File: src/rtl/branch_resolver.sv
// branch_resolver
//   Checks the IF-stage direction predictions against the EX-stage outcome.
//   Predictions are queued in fetch order. Each resolving instruction pops the
//   queue head and is compared with it. A mispredict, or a head/PC mismatch,
//   produces a one-cycle registered flush and a redirect PC, followed by one
//   FLUSH cycle that empties the queue. Every resolved branch or jump emits a
//   registered BHT update.
//
// Optional feature (compile-time macro BRANCH_PERF_CNT_EN):
//   Adds the saturating 32-bit counters perf_branches and perf_mispred.
//
// Parameters
//   DEPTH  prediction queue entries (power of 2, >= 2)
//   IDX_W  BHT index width; upd_index = ex_pc[IDX_W-1:0]
//
// Ports
//   clk, rst_n                  clock; asynchronous active-low reset
//   if_valid/if_pc/if_pred      prediction issued by fetch
//   ex_valid/ex_pc/ex_branch/
//   ex_jump/ex_br_en/ex_target  resolution from EX; ex_valid pops the queue
//   q_full                      queue full, fetch must stall (combinational)
//   flush/redirect_pc           registered squash pulse and restart PC
//   upd_valid/upd_index/
//   upd_taken                   registered BHT update
//   sync_err                    sticky queue/EX desynchronisation flag
//   perf_branches/perf_mispred  event counters (only with BRANCH_PERF_CNT_EN)
module branch_resolver #(
  parameter int unsigned DEPTH = 4,
  parameter int unsigned IDX_W = 10
) (
  input  logic             clk,
  input  logic             rst_n,
  input  logic             if_valid,
  input  logic [31:0]      if_pc,
  input  logic             if_pred,
  input  logic             ex_valid,
  input  logic [31:0]      ex_pc,
  input  logic             ex_branch,
  input  logic             ex_jump,
  input  logic             ex_br_en,
  input  logic [31:0]      ex_target,
  output logic             q_full,
  output logic             flush,
  output logic [31:0]      redirect_pc,
  output logic             upd_valid,
  output logic [IDX_W-1:0] upd_index,
  output logic             upd_taken,
  output logic             sync_err
`ifdef BRANCH_PERF_CNT_EN
  ,
  output logic [31:0]      perf_branches,
  output logic [31:0]      perf_mispred
`endif
);

  localparam int unsigned PTR_W = (DEPTH > 1) ? $clog2(DEPTH) : 1;

  localparam logic [0:0] ST_RUN   = 1'b0;
  localparam logic [0:0] ST_FLUSH = 1'b1;

  // ---------------------------------------------------------------------------
  // State
  // ---------------------------------------------------------------------------
  logic [0:0]       state_q, state_d;
  logic [PTR_W:0]   wr_ptr_q, wr_ptr_d;
  logic [PTR_W:0]   rd_ptr_q, rd_ptr_d;
  logic [31:0]      pc_mem_q [DEPTH];
  logic [DEPTH-1:0] pred_mem_q;

  logic             flush_q, flush_d;
  logic [31:0]      redirect_pc_q, redirect_pc_d;
  logic             upd_valid_q, upd_valid_d;
  logic [IDX_W-1:0] upd_index_q, upd_index_d;
  logic             upd_taken_q, upd_taken_d;
  logic             sync_err_q, sync_err_d;

  // ---------------------------------------------------------------------------
  // Queue status
  // ---------------------------------------------------------------------------
  logic             in_run;
  logic             q_empty;
  logic             q_full_w;
  logic             push;
  logic             pop;
  logic [PTR_W-1:0] wr_idx;
  logic [PTR_W-1:0] rd_idx;
  logic [31:0]      head_pc;
  logic             head_pred;

  assign in_run   = (state_q == ST_RUN);
  assign wr_idx   = wr_ptr_q[PTR_W-1:0];
  assign rd_idx   = rd_ptr_q[PTR_W-1:0];
  assign q_empty  = (wr_ptr_q == rd_ptr_q);
  // Same slot, different lap: the writer is exactly DEPTH entries ahead.
  assign q_full_w = (wr_ptr_q[PTR_W] != rd_ptr_q[PTR_W]) && (wr_idx == rd_idx);
  assign q_full   = q_full_w;

  assign head_pc   = pc_mem_q[rd_idx];
  assign head_pred = pred_mem_q[rd_idx];

  // Everything arriving while in FLUSH is wrong-path and ignored.
  assign pop  = in_run && ex_valid && !q_empty;
  // A pop in the same cycle frees the slot the push needs, so a full queue
  // still accepts a push when it is also being popped.
  assign push = in_run && if_valid && (!q_full_w || pop);

  // ---------------------------------------------------------------------------
  // Resolution
  // ---------------------------------------------------------------------------
  logic        is_ctrl;
  logic        actual;
  logic        resolve;
  logic        sync_bad;
  logic        mispredict;
  logic [31:0] pc_plus4;
  logic [31:0] restart_pc;

  assign is_ctrl  = ex_branch | ex_jump;
  assign actual   = ex_jump | (ex_branch & ex_br_en);
  assign resolve  = in_run && ex_valid;
  // head_pc is stale when the queue is empty; q_empty alone flags that case.
  assign sync_bad = q_empty || (ex_pc != head_pc);
  // A desync forces a redirect so fetch restarts from a known-good PC.
  assign mispredict = resolve && (sync_bad || (is_ctrl && (actual != head_pred)));
  assign pc_plus4   = ex_pc + 32'd4;
  assign restart_pc = actual ? ex_target : pc_plus4;

  // ---------------------------------------------------------------------------
  // Next-state logic
  // ---------------------------------------------------------------------------
  always_comb begin
    state_d = state_q;
    unique case (state_q)
      ST_RUN:   if (mispredict) state_d = ST_FLUSH;
      ST_FLUSH: state_d = ST_RUN;
    endcase
  end

  always_comb begin
    wr_ptr_d = wr_ptr_q;
    rd_ptr_d = rd_ptr_q;
    if (!in_run) begin
      // Every queued entry is younger than the mispredicted instruction.
      wr_ptr_d = '0;
      rd_ptr_d = '0;
    end else begin
      if (push) wr_ptr_d = wr_ptr_q + (PTR_W + 1)'(1);
      if (pop)  rd_ptr_d = rd_ptr_q + (PTR_W + 1)'(1);
    end
  end

  always_comb begin
    flush_d       = mispredict;
    redirect_pc_d = redirect_pc_q;
    upd_valid_d   = resolve && is_ctrl;
    upd_index_d   = upd_index_q;
    upd_taken_d   = upd_taken_q;
    sync_err_d    = sync_err_q;
    if (mispredict) redirect_pc_d = restart_pc;
    if (resolve && is_ctrl) begin
      upd_index_d = ex_pc[IDX_W-1:0];
      upd_taken_d = actual;
    end
    if (resolve && sync_bad) sync_err_d = 1'b1;
  end

  // ---------------------------------------------------------------------------
  // Registers
  // ---------------------------------------------------------------------------
  always_ff @(posedge clk or negedge rst_n) begin
    if (!rst_n) begin
      state_q       <= ST_RUN;
      wr_ptr_q      <= '0;
      rd_ptr_q      <= '0;
      flush_q       <= 1'b0;
      redirect_pc_q <= '0;
      upd_valid_q   <= 1'b0;
      upd_index_q   <= '0;
      upd_taken_q   <= 1'b0;
      sync_err_q    <= 1'b0;
    end else begin
      state_q       <= state_d;
      wr_ptr_q      <= wr_ptr_d;
      rd_ptr_q      <= rd_ptr_d;
      flush_q       <= flush_d;
      redirect_pc_q <= redirect_pc_d;
      upd_valid_q   <= upd_valid_d;
      upd_index_q   <= upd_index_d;
      upd_taken_q   <= upd_taken_d;
      sync_err_q    <= sync_err_d;
    end
  end

  // Queue storage; only the slot at the write pointer changes on a push.
  always_ff @(posedge clk or negedge rst_n) begin
    if (!rst_n) begin
      for (int i = 0; i < DEPTH; i++) pc_mem_q[i] <= '0;
      pred_mem_q <= '0;
    end else if (push) begin
      pc_mem_q[wr_idx]   <= if_pc;
      pred_mem_q[wr_idx] <= if_pred;
    end
  end

  assign flush       = flush_q;
  assign redirect_pc = redirect_pc_q;
  assign upd_valid   = upd_valid_q;
  assign upd_index   = upd_index_q;
  assign upd_taken   = upd_taken_q;
  assign sync_err    = sync_err_q;

  // ---------------------------------------------------------------------------
  // Optional performance counters
  // ---------------------------------------------------------------------------
`ifdef BRANCH_PERF_CNT_EN
  logic [31:0] perf_branches_q, perf_branches_d;
  logic [31:0] perf_mispred_q, perf_mispred_d;

  // Counted off the registered strobes, so they trail the events by a cycle.
  always_comb begin
    perf_branches_d = perf_branches_q;
    perf_mispred_d  = perf_mispred_q;
    if (upd_valid_q && (perf_branches_q != 32'hFFFF_FFFF)) begin
      perf_branches_d = perf_branches_q + 32'd1;
    end
    if (flush_q && (perf_mispred_q != 32'hFFFF_FFFF)) begin
      perf_mispred_d = perf_mispred_q + 32'd1;
    end
  end

  always_ff @(posedge clk or negedge rst_n) begin
    if (!rst_n) begin
      perf_branches_q <= '0;
      perf_mispred_q  <= '0;
    end else begin
      perf_branches_q <= perf_branches_d;
      perf_mispred_q  <= perf_mispred_d;
    end
  end

  assign perf_branches = perf_branches_q;
  assign perf_mispred  = perf_mispred_q;
`endif

endmodule
File: config.mk
export PLATFORM = sky130hd
export DESIGN_NAME = branch_resolver
export DESIGN_NICKNAME = d
export VERILOG_FILES = /design/src/rtl/branch_resolver.sv
export SDC_FILE = /design/constraint.sdc
export NUM_CORES = 1
export LEC_CHECK = 0
export BUFFER_PORTS_ARGS = -buffer_cell sky130_fd_sc_hd__buf_2
export CAP_MARGIN = 0
export CORE_ASPECT_RATIO = 0.5
export CORE_MARGIN = 1.5
export CORE_UTILIZATION = 35
export DETAILED_ROUTE_END_ITERATION = 16
export SLEW_MARGIN = 15
export SYNTH_ARGS = -nofsm -noshare
export SYNTH_HDL_FRONTEND = slang
export SYNTH_SLANG_ARGS = --single-unit
File: constraint.sdc
create_clock -name clk -period 3.27 [get_ports clk]
set_clock_uncertainty 0.15 [all_clocks]
set_input_delay 0.4905 -clock clk [delete_from_list [all_inputs] [get_ports clk]]
set_output_delay 0.4905 -clock clk [all_outputs]
set_load 0.005 [all_outputs]
== After elaboration in Yosys (flattened, before gate mapping) ==
Cells that the tools add are included.

* Input port bits: 104
* Output and inout port bits: 47
* Flip-flop bits (word level): 185
* Word-level logic and storage cells: 70

* Bitwise gates (word level): 6
* Reduce and logical (&&, ||, !) cells: 18
* $lt $le $gt $ge: 6
* Muxes and demuxes: 18
* Equality and inequality tests: 5
* Add/subtract/negate cells: 3

{| class="wikitable"
|+ Operators by type and width
! operator !! count
|-
| bitwise mux 128 bit || 1
|-
| two-way mux 32 bit || 4
|-
| binary-select mux 32 bit (select 2 bit) || 1
|-
| demux 32 bit (select 2 bit) || 1
|-
| adder 32 x 3 -> 32 bit (second input constant) || 1
|-
| != test 32 bit || 1
|-
| two-way mux 3 bit || 4
|-
| logical AND 1 bit || 11
|-
| adder 3 x 1 -> 3 bit (second input constant) || 2
|-
| >= comparator 3 bit (second input constant) || 2
|-
| < comparator 2 x 3 -> 1 bit (second input constant) || 2
|-
| inverter 2 -> 3 bit || 2
|-
| bitwise mux 4 bit || 1
|-
| nonzero test 2 bit || 2
|-
| equality test 3 bit || 1
|-
| logical OR 1 bit || 3
|-
| < comparator 3 x 1 -> 1 bit (second input constant) || 1
|-
| two-way mux 1 bit || 3
|-
| binary-select mux 1 bit (select 2 bit) || 1
|-
| demux 1 bit (select 2 bit) || 1
|-
| equality test 2 bit || 1
|-
| >= comparator 2 x 1 -> 1 bit (second input constant) || 1
|-
| logical NOT 1 bit || 2
|-
| != test 1 bit || 2
|-
| other kinds (4) || 5
|}

== Longest topological paths before layout ==
Gate-level depths: netlist (run 1).

* Word-level depth: 10
* Depth in mapped cells: 11
* Gate-level depth less buffers: 7

== Least setup slack after synthesis (run 1) ==
No wires, ideal clock.

* Kind: register to register
* Start point: register rd_ptr_q[0]
* End point: register redirect_pc_q[10], in the netlist redirect_pc[10]
* Path buffers: 3
* Path slack: 0.202 ns
* Clock period less this slack: 3.068 ns
* Data arrival time: 2.793 ns
* Setup time: 0.125 ns
* Stages on the path, launching flop included: 11
* Data required time: 2.995 ns
* Path through: dfrtp_1 buf_6 buf_12 mux2i_1 o2bb2ai_1 or4b_1 a2111oi_1 nand4_1 o31ai_4 buf_6 mux2_4

* Word-level cells in the longest chain between the ends: 8
* Elaborated cells on any way between the ends: 13
* Those cells by class: 3 x eq/ne; 5 x mux; 1 x bitwise; 4 x reduce/logical

{| class="wikitable"
|+ Ends and longest elaborated chain
! element !! RTL line !! source
|-
| start, declared || 66 || <nowiki>logic [PTR_W:0] rd_ptr_q, rd_ptr_d;</nowiki>
|-
| start signal, assigned || 184 || <nowiki>rd_ptr_q <= rd_ptr_d;</nowiki>
|-
| inverter 2 -> 3 bit (implied by the code) || 98 || <nowiki>assign head_pc = pc_mem_q[rd_idx];</nowiki>
|-
| binary-select mux 32 bit (select 2 bit) || 98 ||
|-
| two-way mux 32 bit (implied by the code) (2 in series) || 98 ||
|-
| != test 32 bit || 122 || <nowiki>assign sync_bad = q_empty || (ex_pc != head_pc);</nowiki>
|-
| logical OR 1 bit || 122 ||
|-
| logical OR 1 bit (*) || 124 || <nowiki>assign mispredict = resolve && (sync_bad || (is_ctrl && (actual != head_pred)));</nowiki>
|-
| logical AND 1 bit (*) || 124 ||
|-
| end signal, assigned || 186 || <nowiki>redirect_pc_q <= redirect_pc_d;</nowiki>
|-
| end, declared || 71 || <nowiki>logic [31:0] redirect_pc_q, redirect_pc_d;</nowiki>
|}

Every way passes the cells marked *; elsewhere a longest branch is shown, timed or not. The select of a mux whose other input is x is not followed.
A chain may end at the register's enable or synchronous reset.

== Worst setup path after layout (run 1) ==
* Start point: register rd_ptr_q[0]
* End point: register redirect_pc_q[28], in the netlist redirect_pc[28]

The elaborated chain is that of the path after synthesis.

==> results of run 1 <==
-- stage by stage --
stage | setup TNS, ns | std cells | worst slack [ns]
after global routing | -4.892 | 1230 | -0.1661
final | -0.3734 | 1231 | -0.02765
after floorplan | 0 | 708 | 0.2020
after detailed placement | -2.281 | 1186 | -0.09922
after CTS | -0.7349 | 1227 | -0.05499
after global placement | -0.6623 | 1186 | -0.05061
-- layout make-up --
type	instances	area, um^2
tap	344	430.4
fill	2344	14130
multi-input combinational	470	4549
sequential	185	4631
timing repair buffer	190	1309
clock inverter	11	113.9
antenna	2	5.005
clock buffer	19	442.9
inverter	10	37.54
-- logic make-up (layout without fill, tap and decap cells) --
logic type                 count (synthesis)  after routing  share of synthesized area
other                                      0              2                          0
AOI/OAI and AO/OA                         56             56                    0.03848
muxes                                    220            220                     0.3035
xor gates and xnor gates                  62             62                    0.05839
adders and majority gates                  6              6                   0.008072
and+or+nand+nor                          126            126                    0.06538
buffers and inverters                     53            230                    0.02839
DFF                                      185            185                     0.4978
-- timing repair --
action / 4_1_cts / 5_1_grt
pin swaps: 5 / 10
setup buffers: 7 / 2
resized for setup: 14 / 29
hold endpoints to repair: 46 / 0
gates cloned: 3 / 3
hold buffers: 1 / 0
setup endpoints to repair: 32 / 34
-- flip-flops by register name, indices dropped and copies added (netlist names) --
signal	count
upd_valid	1
redirect_pc	32
pred_mem_q	4
rd_ptr_q	3
wr_ptr_q	3
sync_err	1
flush	1
upd_index	10
pc_mem_q	128
state_q	1
upd_taken	1
-- final timing paths --
kind	startpoint	end	slack [ns]	cells after the start
worst max-delay path	rd_ptr_q[0]	redirect_pc[28]	-0.03	10
worst min-delay path	if_pc[31]	pc_mem_q[63]	0.17	2
worst max register to register	rd_ptr_q[0]	redirect_pc[28]	-0.03	10
worst min register to register	sync_err	sync_err	0.33	1
max in group asynchronous	rst_n	pc_mem_q[65]	1.71	3
min in group asynchronous	rst_n	pc_mem_q[107]	0.39	2
-- per-layer routing --
layer / up-vias / GRT usage
li1: 2878 / -
met1: 3281 / 0.2761
met2: 152 / 0.2875
met3: 30 / 0.04319
met4: 4 / 0.05889
met5: - / 0
-- placed cells by master, fill, tap and decap left out, types with 7 or more instances in the layout --
cell type  netlist  layout
nand3_1         16      16
buf_2            3     149
mux2_4          20      32
buf_12           1      11
inv_1           10      10
buf_4            2      18
mux4_2          17      20
mux2_2         155     143
nand2_1         55      55
o21ai_0         32      32
mux2i_1         21      15
xor2_1          35      35
nor2_1          15      15
clkbuf_16        0      20
dfrtp_1        185     184
and4_1           7       7
xnor2_1         27      26
-- where the power goes --
| part | total (W) | internal [W] | switching [W] |
|---|---|---|---|
| clock network | 0.00201 | 0.00108 | 0.000939 |
| registers | 0.00378 | 0.00323 | 0.000549 |
| logic | 0.00367 | 0.00208 | 0.00159 |
| total | 0.00946 | 0.00639 | 0.00307 |
==> key figures, run 1 <==
Logic synthesis
  • Syn_area_per_cell: 13.14 um^2
  • Netlist cell types: 50
  • Most frequent cell after synthesis: dfrtp_1
  • Synth Register Bits: 185
  • Fraction of registers with async set/reset: 1.000
  • Dominant cell type by area after synthesis: dfrtp_1
  • Post-Syn Nets: 818
  • Synth area leaders: dfrtp_1, mux2_2, mux4_2
  • Yosys warning count: 0
  • Sequential share of the synthesized area: 0.4978
  • Post-synth EDFFs: 0
  • Top FF cell, synth: dfrtp_1
  • Syn Std Cell Area: just over 9000 um^2
  • Cells after Synth: 708
  • Commonest cells post-synth: dfrtp_1, mux2_2, nand2_1, xor2_1, o21ai_0
  • Yosys top cell area share: 0.4978

Die
  • I/O Pins: 151
  • Die X: roughly 230 um
  • Initial Util: 0.3626
  • Core footprint: 25,650 um^2
  • Die Y: 118.3 um
  • Die area: 27,620 um^2
  • FP Rows: 41

Routing
  • Final WL: 26,200 um
  • Via count: 6,345
  • Metal2 WL: 11,850 um
  • Routed wl met3: 1488 um
  • Detailed Route Iter0 Violations: ~420
  • Drt drc: 0
  • Top sig layer: met5
  • Average vias per placed instance: 5.154
  • Wire per inst: approximately 21 um
  • DR pass1 iterations: 5
  • Final ANT Viol Nets: 0
  • Wire length on met1: 12,430 um

Setup path
  • Worst stage delay on the critical path: 0.55 ns
  • CP bufs+invs: 3
  • Arr. time, crit path: 3.47 ns
  • Top Family by Delay on Critical Path: simple AND/OR/NAND/NOR gates
  • CP max stage cell: or4b_4
  • Crit end category: flip-flop
  • Setup CP Type: reg2reg
  • Crit-path cells: buf_12, mux2i_4, o22ai_2, or4b_4, a2111oi_4, nand4_1, o31ai_4, buf_6, clkbuf_16, mux2_4
  • Required time worst endpoint: ~3.5 ns
  • Max FO, Critical Path: 5
  • Startpoint Class: flip-flop

Pwr
  • Total power: 0.009458 W
  • Leak: 5.098 nW
  • Peak supply drop: 0.0003500 V
  • Power Dens Cells: 821.1 nW/um^2

Clock network
  • CTS buffer count: 17
  • CTS tree: yes
  • Clk sinks: 185
  • H-tree levels: 4
  • Clock buffer depth: 2
  • Clk_lat worst skew: 0.45 ns
  • Clk slew on worst S/H paths: about 0.070 ns
  • Clock Tree Root: clkbuf_16

Timing
  • Final Worst Setup Slack: -0.02765 ns
  • Slew Viols, Final: 0
  • WHS: 0.1655 ns
  • Period minus WS final: 3.298 ns
  • Final setup violation count: 22
  • Actual slew at the worst max-slew pin: approximately 0.54 ns
  • Relative slew slack: 0.6397
  • Final Hold Fails: 0
  • FMAX: approximately 300 MHz
  • RSZ-0062 raised after global routing: true
  • Final period utilization: 1.008

Layout
  • Share of cells above drive strength 1: 0.4881
  • Final core utilization: 0.4491
  • Post-route design area: 11,520 um^2
  • Nets: between 900 and 1,000
  • Area grow syn2layout: 23.85%

Global routing
  • First-pass GRT wire length: around 40,000 um
  • Pin count of the biggest net entering global routing: 75
  • Gr ovfl total: 0
  • Initial antenna violation count: 4
  • Vias in the first global route: between 6,000 and 7,000
  • GRT Overall Usage: 0.1923

Placement
  • Hpwl dp: 18,380 um
  • DP Area: approximately 11,000 um^2
  • Routability cong.: roughly 0.87
  • Number of port buffers: 150

Outcome
  • Status: finished with violations
  • Violated checks: setup timing

Min path
  • Worst min path class: in2reg

Flow run
  • Max_cap viols: 0
Power figures use the tool's default switching activity.
==> run 2, diff against run 1 <==
--- a/config.mk
+++ b/config.mk
@@ -12,4 +12,5 @@
 export CORE_UTILIZATION = 35
 export DETAILED_ROUTE_END_ITERATION = 16
+export REMOVE_ABC_BUFFERS = 1
 export SLEW_MARGIN = 15
 export SYNTH_ARGS = -nofsm -noshare
--- a/constraint.sdc
+++ b/constraint.sdc
@@ -3,3 +3,3 @@
 set_input_delay 0.4905 -clock clk [delete_from_list [all_inputs] [get_ports clk]]
 set_output_delay 0.4905 -clock clk [all_outputs]
-set_load 0.005 [all_outputs]
+set_load 0.02 [all_outputs]
==> key figures, run 2 (synthesis results as in run 1) <==
Routing
  • DR pass1 iterations: 4
  • Average vias per placed instance: 5.130
  • Via count: 6,330
  • Wire per inst: around 21 um
  • Final WL: 25,950 um
  • Drt drc: 0
  • Final ANT Viol Nets: 0
  • Detailed Route Iter0 Violations: about 470

Setup path
  • Worst reg2reg path depth: 10
  • Required time worst endpoint: 3.45 ns
  • Setup CP Type: reg2reg
  • Startpoint Class: flip-flop
  • Max FO, Critical Path: 10
  • Arr. time, crit path: 3.45 ns
  • Crit end category: flip-flop

Clock network
  • H-tree levels: 4
  • Clk sinks: ~190
  • Clock Tree Root: clkbuf_16
  • Clk slew on worst S/H paths: 0.07 ns
  • CTS tree: yes
  • Clk_lat worst skew: ~0.44 ns
  • Cts hold-fix bufs: 0
  • Clock buffer depth: 2
  • CTS buffer count: 17

Layout
  • Nets: 987
  • FILL cells: 2,367
  • Commonest non-fill, non-tap cell in the layout: dfrtp_1
  • FF+latch area: 4631 um^2
  • Biggest register: pc_mem_q
  • Max reg flops: 128
  • Multi-input logic area: between 4000 and 5000 um^2
  • Share of cells above drive strength 1: 0.4871
  • Commonest non-fill, non-tap cells in the layout: dfrtp_1, buf_2, mux2_2, nand2_1, xor2_1
  • Area grow syn2layout: 24.04%
  • Final core utilization: 0.4498

Global routing
  • First-pass GRT wire length: 39,760 um
  • Initial antenna violation count: 1
  • Gr ovfl total: 0
  • Pin count of the biggest net entering global routing: 91
  • Vias in the first global route: 6,641
  • GRT Overall Usage: 0.1931

Timing
  • RSZ-0062 raised after global routing: true
  • WHS: -0.03558 ns
  • Period minus WS final: 3.274 ns
  • Final period utilization: 1.001
  • Final Worst Setup Slack: -0.003531 ns
  • Final setup violation count: 9
  • Final Hold Fails: 7
  • Actual slew at the worst max-slew pin: 0.9031 ns
  • Relative slew slack: 0.3979
  • FMAX: 305.5 MHz
  • Slew Viols, Final: 0

Placement
  • Number of port buffers: 150
  • Routability cong.: 0.8394
  • Hpwl dp: between 15,000 and 20,000 um

Min path
  • Worst min path class: in2async

Die
  • Die Y: 118.3 um
  • FP Rows: 41
  • Die X: 233.5 um
  • Core footprint: about 26,000 um^2
  • Die area: 27,620 um^2
  • I/O Pins: 151
  • Initial Util: 0.3626

Flow run
  • Max_cap viols: 0

Outcome
  • Status: finished with violations
  • Violated checks: hold timing, setup timing

Pwr
  • Leak: between 5 and 6 nW
  • Power Dens Cells: 838.5 nW/um^2
  • Peak supply drop: 0.0004225 V
run 2: cell count changes in the layout (fill, tap and decap cells not counted), sizes merged:
cell | previous run | this run
dlygate4sd3 | 1 | 0
bufinv | 1 | 3
clkbuf | 22 | 21
diode | 2 | 1
clkinvlp | 0 | 1
inv | 14 | 12
clkinv | 6 | 5
buf | 186 | 192
run 2: per-stage QoR:
stage | area (um^2) | total power [W] | worst slack (ns) | setup TNS [ns] | cells
CTS | 11410 | 0.009635 | -0.08050 | -0.3618 | 1230
floorplan | 9074 | 0.006107 | -1.929 | -180.51 | 665
finish | 11540 | 0.009673 | -0.003531 | -0.02032 | 1234
global placement | 10640 | 0.007197 | -0.01517 | -0.04092 | 1192
detailed placement | 10640 | 0.007312 | -0.09857 | -1.896 | 1192
global route | 11540 | 0.01022 | -0.08776 | -1.918 | 1234
run 2: final cells by class:
cell class | count | area share
Sequential cell | 185 | 0.4014
Multi-Input combinational cell | 470 | 0.3950
Antenna cell | 1 | 0.0002169
Clock buffer | 20 | 0.03959
Timing Repair Buffer | 193 | 0.1107
Inverter | 10 | 0.003254
Clock inverter | 11 | 0.01247
Tap cell | 344 | 0.03731
run 2: power breakdown:
group          total [W]  switching, W  leakage, nW  internal, W
logic            0.00374       0.00168         2.61      0.00206
registers        0.00378      0.000554         2.23      0.00323
clock network    0.00215      0.000909        0.296      0.00124
run 2: path summary, 6_finish.rpt:
kind | endpoint | startpoint | slack [ns]
worst max register to register | redirect_pc[20] | rd_ptr_q[0] | -0.004
max in group asynchronous | pc_mem_q[20] | rst_n | 2.16
worst min register to register | sync_err | sync_err | 0.31
worst max-delay path | redirect_pc[20] | rd_ptr_q[0] | -0.004
min in group clk | pc_mem_q[21] | if_pc[21] | 0.17
worst min-delay path | pc_mem_q[92] | rst_n | -0.04
run 2: what timing repair did:
action	CTS	global route
cloned	3	1
resized for setup	11	24
setup buffers	4	3
pin swaps	3	5
setup endpoints to repair	32	32
hold endpoints to repair	0	0
run 2: worst max-delay path, stage by stage (launching register included):
cell and delay (ns):
dfrtp_2 0.42, buf_12 0.17, mux2i_4 0.25, o22ai_2 0.10, or4b_4 0.55, a2111oi_4 0.37
nand4_1 0.21, o31ai_4 0.28, buf_4 0.20, buf_16 0.15, mux2_4 0.30
run 2: routing by layer:
| metal | vias to the layer above | GRT usage | part of all wire | routed length [um] |
|---|---|---|---|---|
| li1 | 2880 | - | - | - |
| met1 | 3287 | 0.2708 | 0.46 | 11950 |
| met2 | 141 | 0.3029 | 0.47 | 12320 |
| met3 | 22 | 0.03861 | 0.050 | 1303 |
| met4 | 0 | 0.05248 | 0.014 | 375 |
| met5 | - | 0 | 0 | 0 |
==> run 3, diff against run 2 <==
Settings changed: BUFFER_PORTS_ARGS -buffer_cell sky130_fd_sc_hd__buf_2 to unset, DONT_BUFFER_PORTS set to 1.
==> key figures, run 3 (synthesis results as in run 1) <==
Timing
  • Actual slew at the worst max-slew pin: 0.5684 ns
  • Relative slew slack: 0.6210
  • FMAX: slightly above 300 MHz
  • Final Hold Fails: around 190
  • Final period utilization: 1.006
  • WHS: -0.3969 ns
  • Final setup violation count: 22
  • Setup TNS: -0.1464 ns
  • Slew Viols, Final: 0
  • Final Worst Setup Slack: -0.02022 ns
  • RSZ-0062 raised after global routing: true
  • Period minus WS final: around 3.3 ns

Clock network
  • Clk sinks: 185
  • CTS tree: yes
  • Clock buffer depth: 2
  • Clk slew on worst S/H paths: 0.07 ns
  • Clk_lat worst skew: 0.44 ns
  • CTS buffer count: 17
  • H-tree levels: 4
  • Clock Tree Root: clkbuf_16

Die
  • I/O Pins: 151
  • FP Rows: 41
  • Initial Util: 0.3626
  • Die area: 27,620 um^2
  • Die X: 233.5 um
  • Die Y: 118.3 um
  • Core footprint: 25,650 um^2

Global routing
  • Pin count of the biggest net entering global routing: 186
  • Vias in the first global route: 5,986
  • Gr ovfl total: 0
  • First-pass GRT wire length: 37,720 um
  • GRT Overall Usage: 0.1845
  • Initial antenna violation count: 0

Layout
  • FILL cells: 2,396
  • Area grow syn2layout: 13.76%
  • Commonest non-fill, non-tap cells in the layout: dfrtp_1, mux2_2, nand2_1, xor2_1, o21ai_0
  • Nets: about 830
  • Share of cells above drive strength 1: 0.3690
  • Max reg flops: about 130
  • Biggest register: pc_mem_q
  • Commonest non-fill, non-tap cell in the layout: dfrtp_1

Routing
  • Average vias per placed instance: 5.291
  • Final ANT Viol Nets: 0
  • Drt drc: 0
  • Via count: 5,682
  • Detailed Route Iter0 Violations: 400
  • Final WL: approximately 25,000 um
  • DR pass1 iterations: 4
  • Wire per inst: 23.04 um

Setup path
  • Startpoint Class: flip-flop
  • Max FO, Critical Path: 13
  • Crit end category: flip-flop
  • Required time worst endpoint: 3.44 ns
  • Setup CP Type: reg2reg
  • Arr. time, crit path: 3.46 ns

Pwr
  • Leak: about 4.4 nW
  • Peak supply drop: 0.0003632 V
  • Power Dens Cells: between 800 and 900 nW/um^2

Flow run
  • Max_cap viols: 0

Placement
  • Routability cong.: 0.8550
  • Pre-CTS setup slack: -0.2623 ns
  • Hpwl dp: 17,290 um
  • Number of port buffers: 0

Outcome
  • Status: finished with violations
  • Violated checks: hold timing, setup timing

Min path
  • Worst min path class: in2async
[run 3: cell types whose count changed in the layout (fill, tap and decap cells not counted), sizes merged]
| cell | delta |
|---|---|
| inv | +3 |
| buf | -162 |
| bufinv | -1 |
| clkinv | -2 |
| clkinvlp | +2 |
[run 3: final cells by class]
class / count / area (um^2) / share of cell area
Antenna cell: 1 / 2.502 / 0.0002365
Clock buffer: 19 / 442.9 / 0.04186
Clock inverter: 13 / 161.4 / 0.01526
Inverter: 10 / 37.54 / 0.003548
Multi-Input combinational cell: 470 / 4484 / 0.4238
Sequential cell: 185 / 4631 / 0.4377
Tap cell: 344 / 430.4 / 0.04068
Timing Repair Buffer: 32 / 390.4 / 0.03690
[run 3: critical path, cell delays in order (launching register included)]
cell	delay [ns]
dfrtp_2	0.40
buf_12	0.17
mux2i_4	0.27
o22ai_1	0.12
or4b_4	0.56
a2111oi_4	0.34
nand4_1	0.21
o31ai_4	0.27
buf_12	0.16
buf_12	0.15
mux2_2	0.34
[run 3: through the flow]
step	instances	cell area, um^2	hold slack, ns	util	power, W
after floorplan	665	9074	0.04491	-	0.006107
after global placement	1034	9812	0.05540	0.3825	0.007004
after detailed placement	1034	9812	0.05480	0.3825	0.007130
after CTS	1071	10500	-0.4192	0.4095	0.009400
after global routing	1073	10580	-0.4270	0.4124	0.009885
final	1074	10580	-0.3969	0.4125	0.009375
[run 3: routing by layer]
layer / track usage / part of all wire / vias up
met5: 0 / 0 / -
met4: 0.05970 / 0.018 / 0
met3: 0.03982 / 0.046 / 21
met2: 0.2923 / 0.48 / 114
met1: 0.2508 / 0.45 / 2989
li1: - / - / 2558
[run 3: what timing repair did]
action / CTS / global route
pin swaps: 0 / 1
endpoints found under the setup margin: 32 / 32
buffers inserted: 4 / 1
hold endpoints to repair: 185 / 185
gates resized for setup: 11 / 8
gates cloned: 1 / 1
[run 3: final timing paths]
check / slack, ns / depth (start not counted) / startpoint / end
max: -0.02 / 10 / rd_ptr_q[0] / redirect_pc[26]
min: -0.40 / 0 / rst_n / pc_mem_q[54]
max reg2reg: -0.02 / 10 / rd_ptr_q[0] / redirect_pc[26]
min reg2reg: 0.35 / 1 / pc_mem_q[104] / pc_mem_q[104]
max in group asynchronous: 3.16 / 0 / rst_n / redirect_pc[7]
min in group clk: 0.05 / 1 / if_pc[18] / pc_mem_q[18]
[run 3: where the power goes]
group / total [W] / switching [W] / internal [W]
combinational: 0.00336 / 0.00144 / 0.00192
clock: 0.00213 / 0.000956 / 0.00117
sequential: 0.00389 / 0.000665 / 0.00323
